$ cat src/rtl/resize_uart_framer_pkg.sv
// Shared constants and types for the thumbnail UART framer: sync bytes,
// FSM encoding and the running payload checksum helper.
package resize_uart_framer_pkg;

  localparam logic [7:0] SYNC0_BYTE = 8'hA5;
  localparam logic [7:0] SYNC1_BYTE = 8'h5A;

  typedef enum logic [2:0] {
    ST_IDLE    = 3'd0,
    ST_SYNC0   = 3'd1,
    ST_SYNC1   = 3'd2,
    ST_SEQ     = 3'd3,
    ST_PAYLOAD = 3'd4,
    ST_CSUM    = 3'd5
  } state_t;

  function automatic logic [7:0] csum_add(input logic [7:0] acc, input logic [7:0] b);
    return acc + b;
  endfunction

endpackage

$ cat src/rtl/uart_tx_ser.sv
// 8N1 UART byte serializer. ready is high when idle and during the final
// stop-bit cycle, so a byte loaded then follows the previous one back-to-back.
module uart_tx_ser #(
  parameter int CLKS_PER_BIT = 434
) (
  input  logic       clk,
  input  logic       rst,
  input  logic       start,
  input  logic [7:0] data,
  output logic       tx,
  output logic       ready,
  output logic       done
);
  localparam int BW = (CLKS_PER_BIT > 1) ? $clog2(CLKS_PER_BIT) : 1;
  localparam logic [BW-1:0] BAUD_LAST = BW'(CLKS_PER_BIT - 1);
  localparam logic [BW-1:0] BAUD_PRE  = BW'(CLKS_PER_BIT - 2);
  localparam logic [BW-1:0] BAUD_ONE  = BW'(1);
  localparam logic [3:0]    LAST_DATA = 4'd8;
  localparam logic [3:0]    STOP_BIT  = 4'd9;

  logic          active_r;
  logic [BW-1:0] baud_r;
  logic [3:0]    bit_r;
  logic [7:0]    shift_r;
  logic          tx_r;
  logic          ready_r;
  logic          done_r;
  logic          bit_end_s;
  logic          pre_end_s;

  assign bit_end_s = (baud_r == BAUD_LAST);
  assign pre_end_s = (bit_r == STOP_BIT) && (baud_r == BAUD_PRE);

  // Bit sequencing: bit_r 0 = start, 1..8 = data LSB first, 9 = stop.
  always_ff @(posedge clk) begin
    if (rst) begin
      active_r <= 1'b0;
      baud_r   <= {BW{1'b0}};
      bit_r    <= 4'd0;
      shift_r  <= 8'h00;
      tx_r     <= 1'b1;
      ready_r  <= 1'b1;
      done_r   <= 1'b0;
    end else if (start && ready_r) begin
      active_r <= 1'b1;
      baud_r   <= {BW{1'b0}};
      bit_r    <= 4'd0;
      shift_r  <= data;
      tx_r     <= 1'b0;
      ready_r  <= 1'b0;
      done_r   <= 1'b0;
    end else if (active_r) begin
      done_r  <= pre_end_s;
      ready_r <= pre_end_s || (bit_end_s && (bit_r == STOP_BIT));
      if (bit_end_s) begin
        baud_r <= {BW{1'b0}};
        bit_r  <= bit_r + 4'd1;
        if (bit_r == STOP_BIT) begin
          active_r <= 1'b0;
          tx_r     <= 1'b1;
        end else if (bit_r == LAST_DATA) begin
          tx_r <= 1'b1;
        end else begin
          tx_r    <= shift_r[0];
          shift_r <= {1'b0, shift_r[7:1]};
        end
      end else begin
        baud_r <= baud_r + BAUD_ONE;
      end
    end else begin
      ready_r <= 1'b1;
      done_r  <= 1'b0;
    end
  end

  assign tx    = tx_r;
  assign ready = ready_r;
  assign done  = done_r;

endmodule

$ cat src/rtl/resize_uart_framer.sv
// Buffers resize-stage bytes in a small FIFO and sends each frame as
// SYNC0 SYNC1 SEQ payload CHECKSUM over an 8N1 UART line.
module resize_uart_framer #(
  parameter int CLKS_PER_BIT = 434,
  parameter int PAYLOAD_LEN  = 1024,
  parameter int FIFO_DEPTH   = 16
) (
  input  logic       clk,
  input  logic       rst,
  input  logic       frame_start,
  input  logic [7:0] in_data,
  input  logic       in_valid,
  output logic       in_ready,
  output logic       tx_serial,
  output logic       busy,
  output logic       frame_done,
  output logic       err_drop,
  output logic [7:0] frame_seq
);
  import resize_uart_framer_pkg::*;

  localparam int AW = $clog2(FIFO_DEPTH);
  localparam int CW = $clog2(PAYLOAD_LEN + 1);
  localparam logic [CW-1:0] LAST_CNT = CW'(PAYLOAD_LEN);
  localparam logic [CW-1:0] CNT_ONE  = CW'(1);
  localparam logic [AW:0]   PTR_ONE  = (AW+1)'(1);

  state_t        state_r;
  state_t        nxt_state_s;
  logic [7:0]    fifo_mem_r [FIFO_DEPTH];
  logic [AW:0]   wr_ptr_r;
  logic [AW:0]   rd_ptr_r;
  logic [AW:0]   wr_ptr_nxt_s;
  logic [AW:0]   rd_ptr_nxt_s;
  logic          full_s;
  logic          full_nxt_s;
  logic          empty_s;
  logic          push_s;
  logic          pop_s;
  logic          drop_s;
  logic          frame_go_s;
  logic          sent_r;
  logic          ld_s;
  logic [7:0]    ld_data_s;
  logic          ser_ready_s;
  logic          ser_done_s;
  logic [7:0]    csum_r;
  logic [CW-1:0] pay_cnt_r;
  logic          in_ready_r;
  logic          busy_r;
  logic          frame_done_r;
  logic          err_drop_r;
  logic [7:0]    frame_seq_r;

  assign empty_s      = (wr_ptr_r == rd_ptr_r);
  assign full_s       = (wr_ptr_r[AW] != rd_ptr_r[AW]) && (wr_ptr_r[AW-1:0] == rd_ptr_r[AW-1:0]);
  assign push_s       = in_valid && (state_r != ST_IDLE) && !full_s;
  assign drop_s       = in_valid && ((state_r == ST_IDLE) || full_s);
  assign frame_go_s   = (state_r == ST_IDLE) && frame_start;
  assign wr_ptr_nxt_s = push_s ? (wr_ptr_r + PTR_ONE) : wr_ptr_r;
  assign rd_ptr_nxt_s = pop_s ? (rd_ptr_r + PTR_ONE) : rd_ptr_r;
  assign full_nxt_s   = (wr_ptr_nxt_s[AW] != rd_ptr_nxt_s[AW]) &&
                        (wr_ptr_nxt_s[AW-1:0] == rd_ptr_nxt_s[AW-1:0]);

  // Next-state decode; every byte-sending state advances on the serializer done pulse.
  always_comb begin
    nxt_state_s = state_r;
    case (state_r)
      ST_IDLE:    nxt_state_s = frame_start ? ST_SYNC0 : ST_IDLE;
      ST_SYNC0:   nxt_state_s = ser_done_s ? ST_SYNC1 : ST_SYNC0;
      ST_SYNC1:   nxt_state_s = ser_done_s ? ST_SEQ : ST_SYNC1;
      ST_SEQ:     nxt_state_s = ser_done_s ? ST_PAYLOAD : ST_SEQ;
      ST_PAYLOAD: begin
        if (ser_done_s && (pay_cnt_r == LAST_CNT)) begin
          nxt_state_s = ST_CSUM;
        end else begin
          nxt_state_s = ST_PAYLOAD;
        end
      end
      ST_CSUM:    nxt_state_s = ser_done_s ? ST_IDLE : ST_CSUM;
      default:    nxt_state_s = ST_IDLE;
    endcase
  end

  // Byte issue: the next state's byte is loaded in the done cycle so bytes run back-to-back.
  always_comb begin
    ld_s      = 1'b0;
    ld_data_s = 8'h00;
    pop_s     = 1'b0;
    if ((state_r != ST_IDLE) && ser_ready_s && (ser_done_s || !sent_r)) begin
      case (nxt_state_s)
        ST_SYNC0: begin
          ld_s      = 1'b1;
          ld_data_s = SYNC0_BYTE;
        end
        ST_SYNC1: begin
          ld_s      = 1'b1;
          ld_data_s = SYNC1_BYTE;
        end
        ST_SEQ: begin
          ld_s      = 1'b1;
          ld_data_s = frame_seq_r;
        end
        ST_PAYLOAD: begin
          ld_s      = !empty_s;
          pop_s     = !empty_s;
          ld_data_s = fifo_mem_r[rd_ptr_r[AW-1:0]];
        end
        ST_CSUM: begin
          ld_s      = 1'b1;
          ld_data_s = csum_r;
        end
        default: begin
          ld_s      = 1'b0;
          ld_data_s = 8'h00;
          pop_s     = 1'b0;
        end
      endcase
    end else begin
      ld_s = 1'b0;
    end
  end

  // FIFO storage; emptiness is carried by the pointers alone.
  always_ff @(posedge clk) begin
    if (!rst && push_s) begin
      fifo_mem_r[wr_ptr_r[AW-1:0]] <= in_data;
    end
  end

  // Control state, FIFO pointers, checksum and registered status outputs.
  always_ff @(posedge clk) begin
    if (rst) begin
      state_r      <= ST_IDLE;
      wr_ptr_r     <= {(AW+1){1'b0}};
      rd_ptr_r     <= {(AW+1){1'b0}};
      sent_r       <= 1'b0;
      csum_r       <= 8'h00;
      pay_cnt_r    <= {CW{1'b0}};
      in_ready_r   <= 1'b1;
      busy_r       <= 1'b0;
      frame_done_r <= 1'b0;
      err_drop_r   <= 1'b0;
      frame_seq_r  <= 8'h00;
    end else begin
      state_r      <= nxt_state_s;
      busy_r       <= (nxt_state_s != ST_IDLE);
      wr_ptr_r     <= wr_ptr_nxt_s;
      rd_ptr_r     <= rd_ptr_nxt_s;
      in_ready_r   <= !full_nxt_s;
      frame_done_r <= (state_r == ST_CSUM) && ser_done_s;
      if ((state_r == ST_CSUM) && ser_done_s) begin
        frame_seq_r <= frame_seq_r + 8'd1;
      end
      if (state_r == ST_IDLE) begin
        sent_r <= 1'b0;
      end else if (ser_done_s) begin
        sent_r <= ld_s;
      end else if (ld_s) begin
        sent_r <= 1'b1;
      end
      if (frame_go_s) begin
        csum_r    <= 8'h00;
        pay_cnt_r <= {CW{1'b0}};
      end else if (pop_s) begin
        csum_r    <= csum_add(csum_r, ld_data_s);
        pay_cnt_r <= pay_cnt_r + CNT_ONE;
      end
      // A drop in the same cycle as frame_start is still reported.
      if (drop_s) begin
        err_drop_r <= 1'b1;
      end else if (frame_go_s) begin
        err_drop_r <= 1'b0;
      end
    end
  end

  uart_tx_ser #(
    .CLKS_PER_BIT(CLKS_PER_BIT)
  ) u_ser (
    .clk  (clk),
    .rst  (rst),
    .start(ld_s),
    .data (ld_data_s),
    .tx   (tx_serial),
    .ready(ser_ready_s),
    .done (ser_done_s)
  );

  assign in_ready   = in_ready_r;
  assign busy       = busy_r;
  assign frame_done = frame_done_r;
  assign err_drop   = err_drop_r;
  assign frame_seq  = frame_seq_r;

endmodule

$ cat config.mk
export PLATFORM = sky130hd
export DESIGN_NAME = resize_uart_framer
export DESIGN_NICKNAME = d
export VERILOG_FILES = /design/src/rtl/resize_uart_framer_pkg.sv /design/src/rtl/uart_tx_ser.sv /design/src/rtl/resize_uart_framer.sv
export SDC_FILE = /design/constraint.sdc
export NUM_CORES = 1
export LEC_CHECK = 0
export ABC_CLOCK_PERIOD_IN_PS = 9900
export CAP_MARGIN = 25
export CORE_MARGIN = 2
export CORE_UTILIZATION = 47
export CTS_BUF_LIST = sky130_fd_sc_hd__clkbuf_4 sky130_fd_sc_hd__clkbuf_8 sky130_fd_sc_hd__clkbuf_16
export CTS_CLUSTER_SIZE = 8
export DETAILED_ROUTE_END_ITERATION = 10
export PLACE_DENSITY_LB_ADDON = 0.2
export SLEW_MARGIN = 10
export SYNTH_ARGS = -nofsm -noshare
export SYNTH_HDL_FRONTEND = slang
export SYNTH_SLANG_ARGS = --single-unit
$ cat constraint.sdc
create_clock -name clk -period 9.9 [get_ports clk]
set_input_delay 1.485 -clock clk [delete_from_list [all_inputs] [get_ports clk]]
set_output_delay 1.485 -clock clk [all_outputs]
set_load 0.005 [all_outputs]
* Word-level counts from Yosys, hierarchy flattened
Memories as Yosys holds them, arrays and structs flattened. A register that Yosys moved wholly into a read port is not among the register bits.
Index checks and enable logic that the tools add are counted.
Widths: inputs -> output; s select.
** Operators by class
- Add/subtract/negate cells :: 7
- Multiply operators :: 0
- Div/mod/pow operators :: 0
- Magnitude comparators :: 0
- Equality and inequality tests :: 22
- Shifts and indexed selects :: 0
- Muxes and demuxes :: 39
- Bitwise logic cells :: 1
- Reduce and logical (&&, ||, !) cells :: 37
** Operators by type and width (number)
- $mux 8 :: 6
- $pmux 8 s5 :: 1
- $mux 1 :: 23
- $eq 9x9->1 const B :: 2
- $pmux 3 s6 :: 1
- $logic_and 1x1->1 :: 14
- $eq 3x2->1 const B :: 4
- $eq 3x3->1 const B :: 4
- $add 11x1->11 const B :: 1
- $eq 11x11->1 const B :: 1
- $add 5x1->5 const B :: 2
- $mux 5 :: 2
- $add 9x1->9 const B :: 1
- $mux 9 :: 1
- $add 8x1->8 const B :: 1
- $add 8x8->8 :: 1
- $eq 4x4->1 :: 2
- $eq 4x4->1 const B :: 2
- $reduce_bool 2->1 :: 4
- $eq 3x1->1 const B :: 2
- $mux 3 :: 2
- $reduce_bool 3->1 :: 2
- $reduce_or 2->1 :: 3
- $eq 5x5->1 :: 1
- other kinds (14) :: 23
** Storage, ports and cells
- Flip-flop bits (word level) :: 70
- Latch bits :: 0
- Memory bits (writable) :: 128
- Memory bits (read-only) :: 0
- Logic and storage cells :: 125
- Memories kept :: 1
** Memories
- fifo_mem_r :: depth 16, bits a word 8, rd ports 1, clocked after memory_dff 1, wr ports 1, RTL line resize_uart_framer.sv:30 : logic [7:0] fifo_mem_r [FIFO_DEPTH];

* Longest topological paths before layout
Gate-level depths: netlist of the first run.
- Word-level depth :: 11
- Depth in mapped cells :: 20

* Modules after synthesis
A second synthesis of the first run with hierarchy kept.
** Second synthesis, totals
- Cell total of the unflattened synthesis :: 667
- Area total of the unflattened synthesis :: 8795.9 um^2
** By module, submodules not included
- resize_uart_framer :: instances 1, cells each 540, area each 7594.8 um^2, seq. area each 4744.6 um^2
- uart_tx_ser :: instances 1, cells each 127, area each 1201.2 um^2, seq. area each 500.5 um^2

* Least setup slack after synthesis of the first run
OpenSTA, ideal clock, no wires.
- Path type :: input to register
- From :: in frame_start
- To :: reg csum_r[6]
- Arrival :: 4.169 ns
- Data required time :: 9.830 ns
- Setup slack :: 5.660 ns
- Stages on the path :: 18
- Path buffers :: 2
- Path through :: o21bai_1 > a221o_1 > and3_1 > clkbuf_1 > clkbuf_1 > nand3_1 > o21ai_1 > nor2b_1 > ha_1 > inv_1 > fa_1 > nor2b_1 > o21ai_0 > a21boi_0 > o21a_1 > nor3_1 > nand3b_1 > a21oi_1
** On the way
- Cells in the longest elaborated chain, start to end :: 6
- Elaborated cells on any way between the ends :: 14
** RTL lines
- from (decl) :: RTL line resize_uart_framer.sv:10 : input logic frame_start,
- $mux 1 :: RTL line resize_uart_framer.sv:69 : ST_IDLE: nxt_state_s = frame_start ? ST_SYNC0 : ST_IDLE;
- $pmux 3 s6 :: RTL line resize_uart_framer.sv:68 : case (state_r)
- $eq 3x3->1 (tied with other cells) :: RTL line resize_uart_framer.sv:91 : case (nxt_state_s)
- $pmux 8 s5 :: RTL line resize_uart_framer.sv:91
- $mux 8 :: RTL line resize_uart_framer.sv:90 : if ((state_r != ST_IDLE) && ser_ready_s && (ser_done_s || !sent_r)) begin
- $add 8x8->8 :: RTL line resize_uart_framer_pkg.sv:18 : return acc + b;
- to (signal assigned) :: RTL line resize_uart_framer.sv:166 : csum_r <= csum_add(csum_r, ld_data_s);
- to (decl) :: RTL line resize_uart_framer.sv:47 : logic [7:0] csum_r;
Several ways; a longest one is shown, not always the timed one.
A chain may end at the register's enable or synchronous reset.

* Worst setup path after layout of the first run
Ends and elaborated chain as after synthesis.

==> metrics, run 1 <==
initial drt markers 376; total number of vias 5286; hold buffer count at CTS 0; Initial Util 0.4768; global-route wire length before repair 28100 µm; largest net degree at the start of global routing 45; Avg Vias per Cell 5.647; Clk pin slew, worst setup/hold paths 0.08 ns; Skew-Pair Late Insertion Delay 0.44 ns; startpoint types input port; RSZ-0062 raised after global routing false; Leak 3.210 nW; DRC Markers 0; Cells after Synth 671; final core utilization 0.5317; Seq/Total Area, Yosys 0.5920; CP endpoint kind flop; initial antenna violation count 0; final worst slack 5.310 ns; ant diodes 0; CTS Buf Count 17; Final setup viols 0; Slew Viols, Final 0; pre-CTS WS 4.932 ns; Worst Path Max Fanout 17; Tot Pwr 1.657 mW; Post-Route WL 17190 µm; Synth area leader edfxtp_1; status finished, final reports clean; Clock Path Buffers 2; first-pass detailed-route iteration total 5; Post-CTS Setup Bufs 0; core area 0.01858 mm²; final setup skew 0.01405 ns; Post-synth top flop edfxtp_1; Post-synth EDFFs 128; die area 0.01996 mm²; max-cap violations 0; Syn-to-layout area delta 11.50%; minimum clock period 4.590 ns; Rel. slew slack 0.4047; Pwr Density 167.7 mW/mm²; Critical Path AT 4.95 ns; setup_tns 0 ns; CTS tree done; CTS sink count 198; Distinct cells, synth 56; post-synth top area share 0.4338; Die Wd 141.3 µm; Ys Warns 0; most frequent cells after synthesis edfxtp_1 (128), nor2_1 (81), dfxtp_1 (70), nand2_1 (40), mux4_2 (29); H-tree depth 4; VDD IR max 0.1314 mV; CP Class input port to flop; Root Driver clkbuf_16; PortBufs 24; layout cells sized above 1 0.1097; vias in the first global route 5249; Total Routing Usage GR 0.1834; Syn Std Cell Area 0.008860 mm²; Die Y 141.3 µm; CTS resizes 0; largest cells by area after synthesis edfxtp_1 (43%), dfxtp_1 (16%), mux4_2 (7.4%); DPL Wire Length 12030 µm; #FFs+latches synth 198; Data required, critical path 10.26 ns; synthesized area per cell 13.20 µm²; gpl congestion 0.8496; Rows 50; # IOs 25; async set-reset flop share out of synthesis 0; fin crit share 0.4637; min-delay worst type flop to flop; GRT overflow 0; Synthesized Nets 705; antenna viol nets, final 0; most frequent cell after synthesis edfxtp_1; final-stage net count 723; Fin. Hold Viols 0; Worst Tran Pin Value 0.8897 ns; drt wl/cell 18.36 µm; Peak Freq 217.8 MHz
-- registers in the layout, indices dropped and copies added, names as in the netlist, 3 cells and up --
signal / flops
u_ser.bit_r: 4
csum_r: 8
u_ser.shift_r: 8
u_ser.baud_r: 9
frame_seq: 8
rd_ptr_r: 5
fifo_mem_r: 128
state_r: 3
wr_ptr_r: 5
pay_cnt_r: 11
-- cell families after synthesis --
logic type,share of synthesized area
simple gates,0.1212
fa+ha+maj,0.03192
buf+inv,0.02881
flops,0.5920
xor+xnor,0.04533
compound gates,0.05635
mux,0.1244
-- cell usage in the layout, fill, tap and decap left out, types with 4 or more instances in the layout --
cell             synthesis  routed
nor2_1                  81      81
inv_1                   16      16
mux2i_1                 16      16
clkbuf_16                0      17
nor4_1                   8       8
mux4_2                  29      29
nor2b_1                 10      10
clkinv_8                 0       4
ha_1                    21      21
a21o_1                   5       5
a21oi_1                 26      26
mux4_1                  11      11
xnor2_1                 20      20
o22ai_1                  5       5
nand2_1                 40      40
buf_4                    1       7
nand4_1                 17      17
nand2b_1                10      10
and3_1                   8       8
or3_1                    4       4
a211oi_1                 9       9
xor2_1                  24      24
edfxtp_1               128     128
nand3_1                 20      20
nor3_1                  12      12
clkdlybuf4s50_1          0      24
o21ai_0                 15      15
dfxtp_1                 70      69
-- final timing paths --
kind / startpoint / endpoint / slack, ns / depth (start not counted)
worst max-delay path: frame_start / csum_r[6] / 5.31 / 16
worst min-delay path: csum_r[6] / csum_r[6] / 0.48 / 2
worst max register to register: rd_ptr_r[0] / csum_r[6] / 5.76 / 16
worst min register to register: csum_r[6] / csum_r[6] / 0.48 / 2
-- worst max-delay path: stages --
cell	delay, ns
clkdlybuf4s50_1	0.51
o21bai_1	0.07
a221o_1	0.37
and3_1	0.33
o21ai_1	0.26
nor2b_1	0.17
ha_1	0.19
inv_1	0.06
fa_1	0.38
nor2b_1	0.16
o21ai_0	0.12
a21boi_0	0.31
o21a_1	0.17
nor3_1	0.04
nand3b_1	0.15
a21oi_1	0.16
-- routing by layer --
metal / track usage / routed length (µm)
met1: 0.2388 / 7449
met2: 0.3117 / 8728
met3: 0.04252 / 801
met4: 0.04947 / 209
met5: 0 / 0
-- metrics by stage --
| stage | area (µm²) | std cells | hold WS [ns] |
|---|---|---|---|
| floorplan | 8860 | 671 | 0.4485 |
| global placement | 9259 | 904 | 0.4721 |
| detailed placement | 9259 | 904 | 0.4740 |
| CTS | 9878 | 936 | 0.4810 |
| global route | 9878 | 936 | 0.5045 |
| finish | 9878 | 936 | 0.4798 |
-- final cells by class --
| cell class | count | area [µm²] |
|---|---|---|
| fill | 1528 | 8702 |
| timing repair buffer | 31 | 292.8 |
| multi-input combinational | 423 | 3359 |
| clock inverter | 15 | 193.9 |
| inverter | 18 | 67.56 |
| tap | 234 | 292.8 |
| clock buffer | 17 | 425.4 |
| sequential | 198 | 5246 |
-- power breakdown --
part | internal, mW | total [mW] | switching, mW
registers | 0.885 | 0.893 | 0.00713
clock network | 0.366 | 0.704 | 0.338
logic | 0.0223 | 0.0602 | 0.0379
total | 1.27 | 1.66 | 0.383
Power figures use the tool's default switching activity.
==> inputs of run 2 (changes only) <==
Settings changed: ABC_CLOCK_PERIOD_IN_PS 9900 to 4400.
Clock period 9.9 ns to 4.4 ns, I/O delays scaled along.
==> run 2 against run 1 <==
Via count increased by 1.0%. Clock power increased by 130%. Register-to-register slack got worse by 5.2 ns. Non-clock buffer count increased by 3. Largest power group unchanged.
==> metrics, run 2 (same netlist as run 1, synthesis figures left out) <==
Worst Path Max Fanout 29 (+12); fin crit share 0.8635; vias in the first global route 5331 (+1.6%); first-pass detailed-route iteration total 5 (unchanged); worst hold path startpoint csum_r[0]; total number of vias 5341 (+1.0%); CP Buf/Inv Count 2 (unchanged); Pwr Density 382.3 mW/mm² (+130%); initial antenna violation count 0 (unchanged); crit-path leading delay family multiplexers; Rel. slew slack 0.3889 (-0.01577); internal power 2.926 mW (+130%); filler cell count 1523 (-0.33%); Skew-Pair Late Insertion Delay 0.44 ns (about the same); final setup skew 0.01385 ns (-0.0001961 ns); Critical Path End csum_r[6]; Clk pwr share 0.435 (+0.010); RSZ-0062 raised after global routing false; max reg flops 128 (unchanged); largest net degree at the start of global routing 30 (-33%); final-stage net count 726 (+0.41%); Sw Pwr 873.8 µW (+130%); hold_ws 0.4871 ns (+0.007361 ns); DPL Wire Length 12290 µm (+2.2%); post-route cell area 0.009941 mm² (+0.63%); Post-Route WL 17660 µm (+2.7%); CP Class flop to flop; Worst path depth 16 (unchanged); Initial Util 0.4768 (unchanged); gpl congestion 0.8556 (+0.71%); minimum clock period 3.799 ns; routed wl met3 695 µm (-13%); drt wl/cell 18.81 µm (+2.4%); VDD IR max 0.2725 mV (+110%); critical path launch point rd_ptr_r[0]; Leak 3.243 nW (+1.0%); Multi-input gate area 0.003359 mm² (unchanged); Clk pin slew, worst setup/hold paths 0.08 ns (about the same); antenna viol nets, final 0 (unchanged); Root Driver clkbuf_16; Critical Path Slowest Stage Cell mux4_2; CP Cell Sequence buf_12, mux4_2, mux4_2, nand3_1, o21ai_1, nor2b_1, ha_1, inv_1, fa_1, nor2b_1, o21ai_0, a21boi_0, o21a_1, o21ai_0, nand3b_1, a21oi_1; DRT met1 WL 8037 µm (+7.9%); CTS sink count 198 (unchanged); DP Area 0.009294 mm² (+0.38%); CTS tree done; Seq. cell area 0.005246 mm² (unchanged); DRC Markers 0 (unchanged); Post-CTS Setup Bufs 0 (unchanged); hold buffer count at CTS 0 (unchanged); most frequent cells in the layout edfxtp_1 (128), nor2_1 (81), dfxtp_1 (69), nand2_1 (40), mux4_2 (29); PortBufs 24 (unchanged); CP endpoint kind flop; Avg Vias per Cell 5.688 (+0.72%); Fin. Hold Viols 0 (unchanged); # IOs 25 (unchanged); Die Y 141.3 µm (unchanged); startpoint types flop; layout cells sized above 1 0.1135 (+0.003789); Total Routing Usage GR 0.1879 (+0.004503); Peak Freq 263.2 MHz; WL met2 8701 µm (-0.31%); ant diodes 0 (unchanged); Worst Tran Pin Value 0.9132 ns (+0.02356 ns); core area 0.01858 mm² (unchanged); die area 0.01996 mm² (unchanged); max-cap violations 0 (unchanged); setup_tns 0 ns (unchanged); DP Cell Count 907 (+0.33%); Critical Path Max Stage Delay 0.54 ns (+0.03 ns); Syn-to-layout area delta 12.20%; Seq pwr share 0.529 (-0.010); Final setup viols 0 (unchanged); Rows 50 (unchanged); Reg-to-Reg End csum_r[6]; Clock Path Buffers 2 (unchanged); Logic pwr share 0.036 (about the same); CTS resizes 0 (unchanged); final non-filler cell total 939 (+0.32%); commonest non-fill, non-tap cell in the layout edfxtp_1; Slew Viols, Final 0 (unchanged); min-delay worst type flop to flop; H-tree depth 4 (unchanged); switch share 0.2300 (-0.001469); Data required, critical path 4.76 ns (-5.50 ns); Critical Path AT 4.16 ns (-0.79 ns); initial drt markers 321 (-15%); CTS Buf Count 17 (unchanged); global-route wire length before repair 28830 µm (+2.6%); GRT overflow 0 (unchanged); status finished, final reports clean; cells on worst reg2reg path 16 (unchanged); top routing layer used met4; Crit Reg-Reg Startpoint rd_ptr_r[0]; r2r setup slk 0.60 ns (-5.16 ns); Die Wd 141.3 µm (unchanged)
-- run 2: cell types whose count changed in the layout (fill, tap and decap cells not counted) --
| cell | previous run | this run |
|---|---|---|
| clkinv_4 | 3 | 2 |
| clkinv_8 | 4 | 5 |
| bufinv_16 | 1 | 2 |
| buf_12 | 0 | 1 |
| buf_4 | 7 | 9 |
| inv_8 | 2 | 1 |
| inv_6 | 3 | 4 |
| clkinvlp_4 | 1 | 0 |
-- run 2: layout make-up --
| class | instances | area share |
|---|---|---|
| Clock buffer | 17 | 0.04279 |
| Clock inverter | 15 | 0.02228 |
| Inverter | 18 | 0.006797 |
| Multi-Input combinational cell | 423 | 0.3379 |
| Sequential cell | 198 | 0.5278 |
| Tap cell | 234 | 0.02945 |
| Timing Repair Buffer | 34 | 0.03298 |
-- run 2: stage by stage --
stage               utilization  setup slack (ns)  power (mW)
finish                   0.5350            0.6006       3.800
global route             0.5350            0.2333       3.928
CTS                      0.5350            0.5751       3.838
detailed placement       0.5002            0.4632       2.187
global placement         0.5002            0.5361       2.182
floorplan                     -            0.9184       2.129
-- run 2: worst min path at each step --
stage / end / slack, ns / cells past startpoint
finish: csum_r[0] / 0.49 / 2
global route: csum_r[0] / 0.54 / 2
CTS: csum_r[0] / 0.48 / 2
detailed placement: csum_r[0] / 0.47 / 2
global placement: csum_r[0] / 0.47 / 2
floorplan: csum_r[3] / 0.45 / 2
-- run 2: worst register-to-register path: stages, from the launching register on --
cell      delay [ns]
dfxtp_2         0.53
buf_12          0.29
mux4_2          0.55
mux4_2          0.51
nand3_1         0.10
o21ai_1         0.09
nor2b_1         0.15
ha_1            0.22
inv_1           0.07
fa_1            0.18
nor2b_1         0.07
o21ai_0         0.19
a21boi_0        0.14
o21a_1          0.19
o21ai_0         0.18
nand3b_1        0.10
a21oi_1         0.16
-- run 2: power by group through the flow --
stage	Combinational [mW]	Clock, mW	Sequential, mW
6_report	0.137	1.65	2.01
5_1_grt	0.153	1.76	2.01
3_5_place_dp	0.136	0	2.05
3_3_place_gp	0.132	0	2.05
2_1_floorplan	0.0856	0	2.04
4_1_cts	0.137	1.69	2.01
-- run 2: metal layers --
metal  track usage  vias up
met5             0        -
met4       0.05737        0
met3       0.03982       20
met2        0.3058      118
met1        0.2563     2650
li1              -     2553
==> inputs of run 3 (changes only) <==
Settings changed: ABC_CLOCK_PERIOD_IN_PS 4400 to 4100.
Clock period 4.4 ns to 4.1 ns, I/O delays scaled along.
==> run 3 against run 2 <==
Design area about the same. Clock power barely moved. Sequential share of layout area about the same. Via count is 0.43% lower. Largest cell class unchanged. Clock-buffer cell count did not move. Combinational power increased by 7%. Global-route usage fell by 0.21 points. Critical path type unchanged. Highest routed layer unchanged. Fmax is 2.0% higher.
==> metrics, run 3 (same netlist as run 1, synthesis figures left out) <==
switch share 0.2304 (+0.0004814); # IOs 25 (unchanged); post-route cell area 0.009935 mm² (about the same); vias in the first global route 5292 (-0.73%); Slew Viols, Final 0 (unchanged); commonest non-fill, non-tap cell in the layout edfxtp_1; largest net degree at the start of global routing 40 (+33%); first-pass detailed-route iteration total 5 (unchanged); Data required, critical path 4.45 ns (-0.31 ns); Post-CTS Setup Bufs 0 (unchanged); Clk pwr share 0.422 (-0.013); DP Area 0.009331 mm² (+0.40%); VDD IR max 0.2812 mV (+3.2%); antenna viol nets, final 0 (unchanged); CTS Buf Count 17 (unchanged); Logic pwr share 0.037 (about the same); Root Driver clkbuf_16; Avg Vias per Cell 5.633 (-0.96%); CP endpoint kind flop; Syn-to-layout area delta 12.13% (about the same); initial antenna violation count 0 (unchanged); DPL Wire Length 12560 µm (+2.2%); filler cell count 1539 (+1.1%); CTS tree done; Leak 3.248 nW (+0.13%); drt wl/cell 18.56 µm (-1.3%); Initial Util 0.4768 (unchanged); Clk pin slew, worst setup/hold paths 0.07 ns (about the same); H-tree depth 4 (unchanged); Peak Freq 268.4 MHz (+2.0%); most frequent cells in the layout edfxtp_1 (128), nor2_1 (81), dfxtp_1 (69), nand2_1 (40), mux4_2 (29); Rel. slew slack 0.4091 (+0.02019); minimum clock period 3.726 ns (-0.07334 ns); final non-filler cell total 944 (+0.53%); internal power 3.069 mW (+4.9%); layout cells sized above 1 0.1197 (+0.006243); max reg flops 128 (unchanged); DP Cell Count 912 (+0.55%); initial drt markers 392 (+22%); CTS resizes 0 (unchanged); Post-Route WL 17520 µm (-0.76%); status finished, final reports clean; ant diodes 0 (unchanged); WL met2 8777 µm (+0.87%); Skew-Pair Late Insertion Delay 0.44 ns (about the same); core area 0.01858 mm² (unchanged); CTS sink count 198 (unchanged); total number of vias 5318 (-0.43%); Seq pwr share 0.541 (+0.012); Worst Tran Pin Value 0.8831 ns (-0.03017 ns); top routing layer used met4; DRC Markers 0 (unchanged); RSZ-0062 raised after global routing false; fin crit share 0.9088 (+0.04530); GRT overflow 0 (unchanged); Die Wd 141.3 µm (unchanged); Clock Path Buffers 2 (unchanged); final setup skew 0.01458 ns (+0.0007306 ns); routed wl met3 527 µm (-24%); Critical Path AT 4.08 ns (-0.08 ns); hold buffer count at CTS 0 (unchanged); startpoint types flop; CP Class flop to flop; die area 0.01996 mm² (unchanged); Fin. Hold Viols 0 (unchanged); Final setup viols 0 (unchanged); Pwr Density 401.4 mW/mm² (+5.0%); Sw Pwr 918.9 µW (+5.2%); Total Routing Usage GR 0.1858 (-0.002146); Worst Path Max Fanout 10 (-66%); max-cap violations 0 (unchanged); Die Y 141.3 µm (unchanged); final core utilization 0.5347 (about the same); PortBufs 24 (unchanged); min-delay worst type flop to flop; DRT met1 WL 8037 µm (unchanged); Rows 50 (unchanged); Tot Pwr 3.988 mW (+4.9%); gpl congestion 0.8876 (+3.7%); final-stage net count 731 (+0.69%); global-route wire length before repair 28510 µm (-1.1%); setup_tns 0 ns (unchanged)
==> run 3: changes by cell type in the layout (fill, tap and decap cells not counted) <==
| cell | delta |
|---|---|
| bufinv_16 | -1 |
| buf_4 | +5 |
| clkinv_8 | -2 |
| clkinv_2 | +2 |
| inv_8 | +1 |
| clkinvlp_4 | +2 |
| clkinv_4 | -2 |
==> run 3: power groups by stage <==
| stage | clock network, mW | logic [mW] | registers, mW |
|---|---|---|---|
| 3_3_place_gp | 0 | 0.143 | 2.20 |
| 5_1_grt | 1.80 | 0.162 | 2.16 |
| 6_report | 1.68 | 0.147 | 2.16 |
| 4_1_cts | 1.72 | 0.148 | 2.16 |
| 2_1_floorplan | 0 | 0.0918 | 2.19 |
| 3_5_place_dp | 0 | 0.147 | 2.20 |
==> run 3: layout make-up <==
| cell class | count | area (µm²) | area share |
|---|---|---|---|
| flip-flops and latches | 198 | 5246 | 0.5281 |
| clock buffers | 17 | 425.4 | 0.04282 |
| repair buffers | 39 | 365.4 | 0.03678 |
| clock inverters | 15 | 177.7 | 0.01788 |
| multi-input cells | 423 | 3359 | 0.3382 |
| well taps | 234 | 292.8 | 0.02947 |
| inverters | 18 | 67.56 | 0.006801 |
==> run 3: path summary, 6_finish.rpt <==
| kind | startpoint | to | slack (ns) | depth (start not counted) |
|---|---|---|---|---|
| setup / recovery | rd_ptr_r[0] | csum_r[6] | 0.37 | 14 |
| hold / removal | csum_r[6] | csum_r[6] | 0.50 | 2 |
| setup reg to reg | rd_ptr_r[0] | csum_r[6] | 0.37 | 14 |
| hold reg to reg | csum_r[6] | csum_r[6] | 0.50 | 2 |
==> run 3: metrics by stage <==
| step | setup slack, ns | hold slack [ns] |
|---|---|---|
| after floorplan | 0.6184 | 0.4485 |
| after global placement | 0.2919 | 0.4774 |
| after detailed placement | 0.2255 | 0.4801 |
| after CTS | 0.3584 | 0.4923 |
| after global routing | 0.03543 | 0.5107 |
| final | 0.3739 | 0.4954 |
==> run 3: worst max-delay path, cell delays in order, from the launching register on <==
cell	delay, ns
dfxtp_2	0.54
buf_4	0.27
mux4_1	0.62
mux4_2	0.49
nand3_1	0.09
o21ai_1	0.08
nor2b_1	0.14
ha_1	0.32
nor2b_1	0.15
o21ai_0	0.20
a21boi_0	0.15
o21a_1	0.20
o21ai_0	0.15
nand3b_1	0.09
a21oi_1	0.16
==> run 3: layer usage <==
| layer | track usage | up-vias |
|---|---|---|
| met5 | 0 | - |
| met4 | 0.05000 | 0 |
| met3 | 0.03982 | 13 |
| met2 | 0.3102 | 91 |
| met1 | 0.2489 | 2649 |
| li1 | - | 2565 |
